### src/rtl/ffd_pipe_pkg.sv
// Shared constants and helpers for the ffd_pipe delay line.
// Build option FFD_PIPE_PARITY_EN adds a per-stage even-parity bit.
package ffd_pkg;

   localparam int FFD_WIDTH_DEF = 8;
   localparam int FFD_DEPTH_DEF = 4;

   // Width of an occupancy counter able to hold 0..depth inclusive.
   function automatic int ffd_cnt_w(input int depth);
      return $clog2(depth + 1);
   endfunction

endpackage

### src/rtl/ffd_pipe_if.sv
// Control, data and status bundle of the ffd_pipe delay line.
// Under FFD_PIPE_PARITY_EN it also carries par_inj and par_err.
interface ffd_pipe_if
   import ffd_pkg::*;
#(
   parameter int WIDTH = FFD_WIDTH_DEF,
   parameter int DEPTH = FFD_DEPTH_DEF
);
   localparam int CW = ffd_cnt_w(DEPTH);

   logic             en;
   logic             flush;
   logic [WIDTH-1:0] dato;
   logic             dato_vld;
   logic [WIDTH-1:0] q;
   logic             q_vld;
   logic [CW-1:0]    cnt;
   logic             full;
   logic             empty;

`ifdef FFD_PIPE_PARITY_EN
   logic             par_inj;
   logic             par_err;

   modport master (
      output en, flush, dato, dato_vld, par_inj,
      input  q, q_vld, cnt, full, empty, par_err
   );

   modport slave (
      input  en, flush, dato, dato_vld, par_inj,
      output q, q_vld, cnt, full, empty, par_err
   );
`else
   modport master (
      output en, flush, dato, dato_vld,
      input  q, q_vld, cnt, full, empty
   );

   modport slave (
      input  en, flush, dato, dato_vld,
      output q, q_vld, cnt, full, empty
   );
`endif

endinterface

### src/rtl/ffd_pipe_stage.sv
// One pipeline stage: data word, valid bit and, under FFD_PIPE_PARITY_EN,
// a parity bit. Priority per edge is flush, then en, then hold.
module ffd_stage
   import ffd_pkg::*;
#(
   parameter int               WIDTH   = FFD_WIDTH_DEF,
   parameter logic [WIDTH-1:0] RST_VAL = '0
) (
   input  logic             clk,
   input  logic             rst_n,
   input  logic             en,
   input  logic             flush,
   input  logic [WIDTH-1:0] d,
   input  logic             d_vld,
`ifdef FFD_PIPE_PARITY_EN
   input  logic             par_d,
   output logic             par_q,
`endif
   output logic [WIDTH-1:0] q,
   output logic             q_vld
);

   always_ff @(posedge clk or negedge rst_n) begin
      if (!rst_n) begin
         q     <= RST_VAL;
         q_vld <= 1'b0;
      end else if (flush) begin
         q     <= RST_VAL;
         q_vld <= 1'b0;
      end else if (en) begin
         q     <= d;
         q_vld <= d_vld;
      end
   end

`ifdef FFD_PIPE_PARITY_EN
   // Cleared stages hold the matching parity of RST_VAL so they never alarm.
   localparam logic RST_PAR = ^RST_VAL;

   always_ff @(posedge clk or negedge rst_n) begin
      if (!rst_n) begin
         par_q <= RST_PAR;
      end else if (flush) begin
         par_q <= RST_PAR;
      end else if (en) begin
         par_q <= par_d;
      end
   end
`endif

endmodule

### src/rtl/ffd_pipe.sv
// WIDTH-bit, DEPTH-stage delay line with stall, flush and occupancy count.
// Build option FFD_PIPE_PARITY_EN adds per-stage parity with par_inj/par_err.
module ffd_pipe
   import ffd_pkg::*;
#(
   parameter int               WIDTH   = FFD_WIDTH_DEF,
   parameter int               DEPTH   = FFD_DEPTH_DEF,
   parameter logic [WIDTH-1:0] RST_VAL = '0
) (
   input  logic        clk,
   input  logic        rst_n,
   ffd_pipe_if.slave   bus
);
   localparam int CW = ffd_cnt_w(DEPTH);

   logic [WIDTH-1:0] data_arr [DEPTH];
   logic             vld_arr  [DEPTH];
`ifdef FFD_PIPE_PARITY_EN
   logic             par_arr  [DEPTH];
`endif

   logic [CW-1:0]    cnt_reg;
   logic [CW-1:0]    cnt_next;

   genvar gi;
   generate
      for (gi = 0; gi < DEPTH; gi++) begin : g_stage
         logic [WIDTH-1:0] d_in;
         logic             v_in;
`ifdef FFD_PIPE_PARITY_EN
         logic             p_in;
`endif
         if (gi == 0) begin : g_head
            assign d_in = bus.dato;
            assign v_in = bus.dato_vld;
`ifdef FFD_PIPE_PARITY_EN
            // par_inj flips the captured parity so a checker downstream can be exercised.
            assign p_in = (^bus.dato) ^ bus.par_inj;
`endif
         end else begin : g_body
            assign d_in = data_arr[gi-1];
            assign v_in = vld_arr[gi-1];
`ifdef FFD_PIPE_PARITY_EN
            assign p_in = par_arr[gi-1];
`endif
         end

         ffd_stage #(
            .WIDTH   (WIDTH),
            .RST_VAL (RST_VAL)
         ) u_stage (
            .clk   (clk),
            .rst_n (rst_n),
            .en    (bus.en),
            .flush (bus.flush),
            .d     (d_in),
            .d_vld (v_in),
`ifdef FFD_PIPE_PARITY_EN
            .par_d (p_in),
            .par_q (par_arr[gi]),
`endif
            .q     (data_arr[gi]),
            .q_vld (vld_arr[gi])
         );
      end
   endgenerate

   // Entry and exit on the same enabled edge cancel; the count tracks the valid popcount.
   always_comb begin
      cnt_next = cnt_reg;
      if (bus.flush) begin
         cnt_next = '0;
      end else if (bus.en) begin
         case ({bus.dato_vld, vld_arr[DEPTH-1]})
            2'b10:   cnt_next = cnt_reg + CW'(1);
            2'b01:   cnt_next = cnt_reg - CW'(1);
            default: cnt_next = cnt_reg;
         endcase
      end
   end

   always_ff @(posedge clk or negedge rst_n) begin
      if (!rst_n) begin
         cnt_reg <= '0;
      end else begin
         cnt_reg <= cnt_next;
      end
   end

   assign bus.q     = data_arr[DEPTH-1];
   assign bus.q_vld = vld_arr[DEPTH-1];
   assign bus.cnt   = cnt_reg;
   assign bus.full  = (cnt_reg == CW'(DEPTH));
   assign bus.empty = (cnt_reg == '0);

`ifdef FFD_PIPE_PARITY_EN
   assign bus.par_err = vld_arr[DEPTH-1] & ((^data_arr[DEPTH-1]) ^ par_arr[DEPTH-1]);
`endif

endmodule

### src/flat_wrapper.sv
// flat-port wrapper written by rule: the top's interface ports become plain ports
module ffd_pipe_flat import ffd_pkg::*;
#(
   parameter int               WIDTH   = FFD_WIDTH_DEF,
   parameter int               DEPTH   = FFD_DEPTH_DEF,
   parameter logic [WIDTH-1:0] RST_VAL = '0
)
  (clk, rst_n, bus_en, bus_flush, bus_dato, bus_dato_vld, bus_q, bus_q_vld, bus_cnt, bus_full, bus_empty);
  ffd_pipe_if #(.WIDTH(WIDTH), .DEPTH(DEPTH)) bus_i ();
  input  logic clk;
  input  logic rst_n;
  input wire logic [$bits(bus_i.en)-1:0] bus_en;
  input wire logic [$bits(bus_i.flush)-1:0] bus_flush;
  input wire logic [$bits(bus_i.dato)-1:0] bus_dato;
  input wire logic [$bits(bus_i.dato_vld)-1:0] bus_dato_vld;
  output wire logic [$bits(bus_i.q)-1:0] bus_q;
  output wire logic [$bits(bus_i.q_vld)-1:0] bus_q_vld;
  output wire logic [$bits(bus_i.cnt)-1:0] bus_cnt;
  output wire logic [$bits(bus_i.full)-1:0] bus_full;
  output wire logic [$bits(bus_i.empty)-1:0] bus_empty;
  assign bus_i.en = bus_en;
  assign bus_i.flush = bus_flush;
  assign bus_i.dato = bus_dato;
  assign bus_i.dato_vld = bus_dato_vld;
  assign bus_q = bus_i.q;
  assign bus_q_vld = bus_i.q_vld;
  assign bus_cnt = bus_i.cnt;
  assign bus_full = bus_i.full;
  assign bus_empty = bus_i.empty;
  ffd_pipe #(.WIDTH(WIDTH), .DEPTH(DEPTH), .RST_VAL(RST_VAL)) u_core (.clk(clk), .rst_n(rst_n), .bus(bus_i));
endmodule
### config.mk
export PLATFORM = sky130hd
export DESIGN_NAME = ffd_pipe_flat
export DESIGN_NICKNAME = d
export VERILOG_FILES = /design/src/rtl/ffd_pipe_pkg.sv /design/src/rtl/ffd_pipe_if.sv /design/src/rtl/ffd_pipe_stage.sv /design/src/rtl/ffd_pipe.sv /design/src/flat_wrapper.sv
export SDC_FILE = /design/constraint.sdc
export NUM_CORES = 1
export LEC_CHECK = 0
export ABC_AREA = 1
export BUFFER_PORTS_ARGS = -buffer_cell sky130_fd_sc_hd__buf_2
export CAP_MARGIN = 5
export CORE_UTILIZATION = 39
export CTS_CLUSTER_SIZE = 10
export DETAILED_ROUTE_END_ITERATION = 6
export GPL_ROUTABILITY_DRIVEN = 0
export PLACE_DENSITY = 0.63
export SYNTH_ARGS = -nofsm -noshare
export SYNTH_HDL_FRONTEND = slang
export SYNTH_SLANG_ARGS = --single-unit
export TNS_END_PERCENT = 30
### constraint.sdc
create_clock -name clk -period 2.6 [get_ports clk]
set_input_delay 0.13 -clock clk [delete_from_list [all_inputs] [get_ports clk]]
set_output_delay 0.13 -clock clk [all_outputs]
set_load 0.01 [all_outputs]
==> run summary <==
The run finished with clean final reports. Number of flip-flops and latches in the synthesized netlist: 39. The first TritonRoute pass finished after 4 iterations. The fraction of final layout cells sized beyond drive strength 1 came out at 0.3676. Using the TritonRoute via totals, the vias-per-cell ratio works out to 4.907. Total of hold buffers inserted after clock tree synthesis: 1. Adding up every negative setup slack in the final design gives 0 ps. In this run, post-CTS repair resized a total of 0 instances. Die span in y: 69.95 µm. Residual overflow from global routing: 0. For this block, the via count after detailed routing is 1163. Entering global routing, the biggest net connects 40 pins. At the end of the flow, the number of nets in the layout was 199. For the number of global-route vias before repair, the log shows 1183. The starting density of the core is 0.4107, and the number of pins exceeding their max-slew limit in the final report is 0. Once the clock tree was built, the setup fixing pass inserted 0 buffers. The number of different library cells in the post-synthesis netlist is 18.

The power spent charging and discharging nets is 283.8 µW, and the count of fill cells added during filler insertion is 434. 27 I/O pins were placed. The post-route minimum period came out at 1507 ps. For the total routing resource utilization after global routing, the log shows 0.1525. Clock power share: 0.360.

IR analysis of the VDD net gives a maximum drop of 324.1 µV. For this design the static power due to leakage is 0.0009017 µW. In this run the worst hold path is classified as in2reg.

The number of port buffers works out to 26. The post-route antenna net violation count is 0. The final number of hold-violating endpoints is 0, and the clock-pin slew of the registers on the worst-case setup and hold paths is 70 ps. The worst path meets setup with 1093 ps of slack.

After detailed routing, the total wire length is 3.305 mm. At the placement stage, the worst setup path has a slack of 1117 ps. For this block, the initial DRC count from the detailed router was 26.

The combinational share of power was 0.090; the reported max-cap violation count was 0. The number of nets produced by synthesis came out at 174. The tree built by TritonCTS fans out to 39 sinks.

In this run the power density over the cells is 574.0 nW/µm². The average instance in the mapped netlist occupies 11.25 µm². Counting every instance in the synthesized netlist gives 160.

The number of antenna violations at the first check in global routing is 0, and the endpoint required time on the critical path is 2790 ps. The register with the most flip-flops in the layout has 32 of them. The overall die area is 4892 µm². The die is 69.95 µm wide. TritonCTS built the clock tree. The number of placement rows was 24. Summing all flip-flop and latch instances after layout gives 975.9 µm². The internal portion of the total power is 865.4 µW. Static timing analysis puts the maximum clock frequency at 663.7 MHz. For the number of buffers inserted during clock tree synthesis, the log shows 5.

Setup repair after global routing left no endpoint under its margin. Summing every instance area after synthesis gives 1800 µm². In this run the deepest clock path goes through 2 buffers. The root buffer cell chosen for the clock tree is clkbuf_8. The H-tree depth was 2; the maximum net fanout on the critical path was 3. The run gives 0.5420 as the share of synthesized area occupied by flip-flops and latches.

The worst setup path is launched from a register. Clock skew on the completed layout was measured at 4.629 ps. The placed wire-length estimate came out at 2.196 mm. The tools report the kind of end point of the critical path as a register. For this run, the number of Yosys warnings is 0.

The max-slew headroom at the worst pin is 0.3634. Setup violations remaining at the end of the flow were counted as 0. In the final routed layout, each cell accounts on average for 13.95 µm. The tools report the sequential share of power as 0.549. The worst setup path is of the reg2reg kind. The area of combinational cells with multiple inputs came out at 579.3 µm².

The final cycle utilization of the critical path was 0.5795. The first global-routing pass estimated 5.754 mm of wire. The antenna diode count came out at 0. After floorplanning, the core was sized to cover 4384 µm². The count of unresolved DRC violations after routing is 0, and the layout overhead on the synthesized area is 11.19%.

The arrival time reported for the critical path endpoint came out at 1690 ps. At the later pin of the worst-skew pair, clock insertion delay measures 290 ps. The switching power share of the total was 0.2470; the pin slew with the least headroom to its limit was 954.8 ps.
critical path: stages (launching register included):
cell	delay [ps]
dfrtp_1	400
inv_1	110
nor2_1	80
fa_1	400
inv_1	100
nand2_1	70
nand3_1	90
nand2_1	50
nand2_1	50
nand2_1	50
cells in the final DEF, fill, tap and decap left out, drive strengths merged:
cell type and instances:
o22ai 28, or2 1, o21ai 8, dlygate4sd3 1, clkbuf 6, buf 26
nor3 2, clkinv 1, dfrtp 39, fa 1, inv 41, a21oi 1
nand3 13, nor2 1, nand2 16
routing by layer:
metal  global-route usage  wire length, µm  up-vias  share of wire
met5                    0                0        -              0
met4              0.05333               48        0          0.015
met3              0.05628              185        7          0.056
met2               0.2415             1542       31           0.47
met1               0.1919             1528      566           0.46
li1                     -                -      559              -
through the flow:
step,util,std cells,cell area (µm²),power (µW),hold WS (ps)
floorplan,-,160,1800,720.5,-165.6
global placement,0.4344,229,1904,744.6,279.5
detailed placement,0.4344,229,1904,748.8,301.0
CTS,0.4566,237,2002,1161,91.77
global route,0.4566,237,2002,1203,105.5
finish,0.4566,237,2002,1149,98.27
synth_stat cells:
cell type	count	area, µm²
dfrtp_1	39	975.9
inv_1	39	146.4
o22ai_2	28	350.3
nand2_1	15	56.30
nand3_1	13	65.06
buf_6	6	67.56
o21ai_1	6	30.03
inv_2	2	7.510
nor3_1	2	10.01
o21ai_2	2	17.52
a21oi_2	1	8.760
buf_2	1	5.000
buf_8	1	15.01
clkbuf_1	1	3.750
fa_1	1	20.02
nand2_4	1	11.26
nor2_1	1	3.750
or2_1	1	6.260
path summary, 6_finish.rpt:
kind / startpoint / to / slack (ps) / depth (start not counted)
max in group asynchronous: rst_n / u_core.g_stage[1].u_stage.q[7] / 1580 / 2
worst max register to register: u_core.g_stage[3].u_stage.q_vld / u_core.bus.cnt[2] / 1090 / 9
min in group asynchronous: rst_n / u_core.g_stage[3].u_stage.q[1] / 480 / 2
worst min-delay path: bus_dato[0] / u_core.g_stage[0].u_stage.q[0] / 100 / 3
worst min register to register: u_core.g_stage[2].u_stage.q[3] / u_core.g_stage[2].u_stage.q[3] / 530 / 2
worst max-delay path: u_core.g_stage[3].u_stage.q_vld / u_core.bus.cnt[2] / 1090 / 9
power groups by stage:
stage	clock network, µW	logic (µW)	registers (µW)
6_report	414	104	631
5_1_grt	454	116	633
4_1_cts	423	107	632
3_5_place_dp	0	106	643
3_3_place_gp	0	102	642
2_1_floorplan	0	77.7	643
layout make-up:
type	instances	share of cell area
multi-input cells	71	0.2894
repair buffers	27	0.07000
clock buffers	6	0.04125
inverters	41	0.07688
well taps	52	0.03250
clock inverters	1	0.002500
flip-flops and latches	39	0.4875
logic make-up (layout without fill, tap and decap cells):
logic type / Yosys count / after routing / share of synthesized area
fa+ha+maj: 1 / 1 / 0.01112
flops: 39 / 39 / 0.5420
compound gates: 37 / 37 / 0.2259
simple gates: 33 / 33 / 0.08478
buf+inv: 50 / 75 / 0.1362
Note: power is estimated with default switching activity, not from simulation.
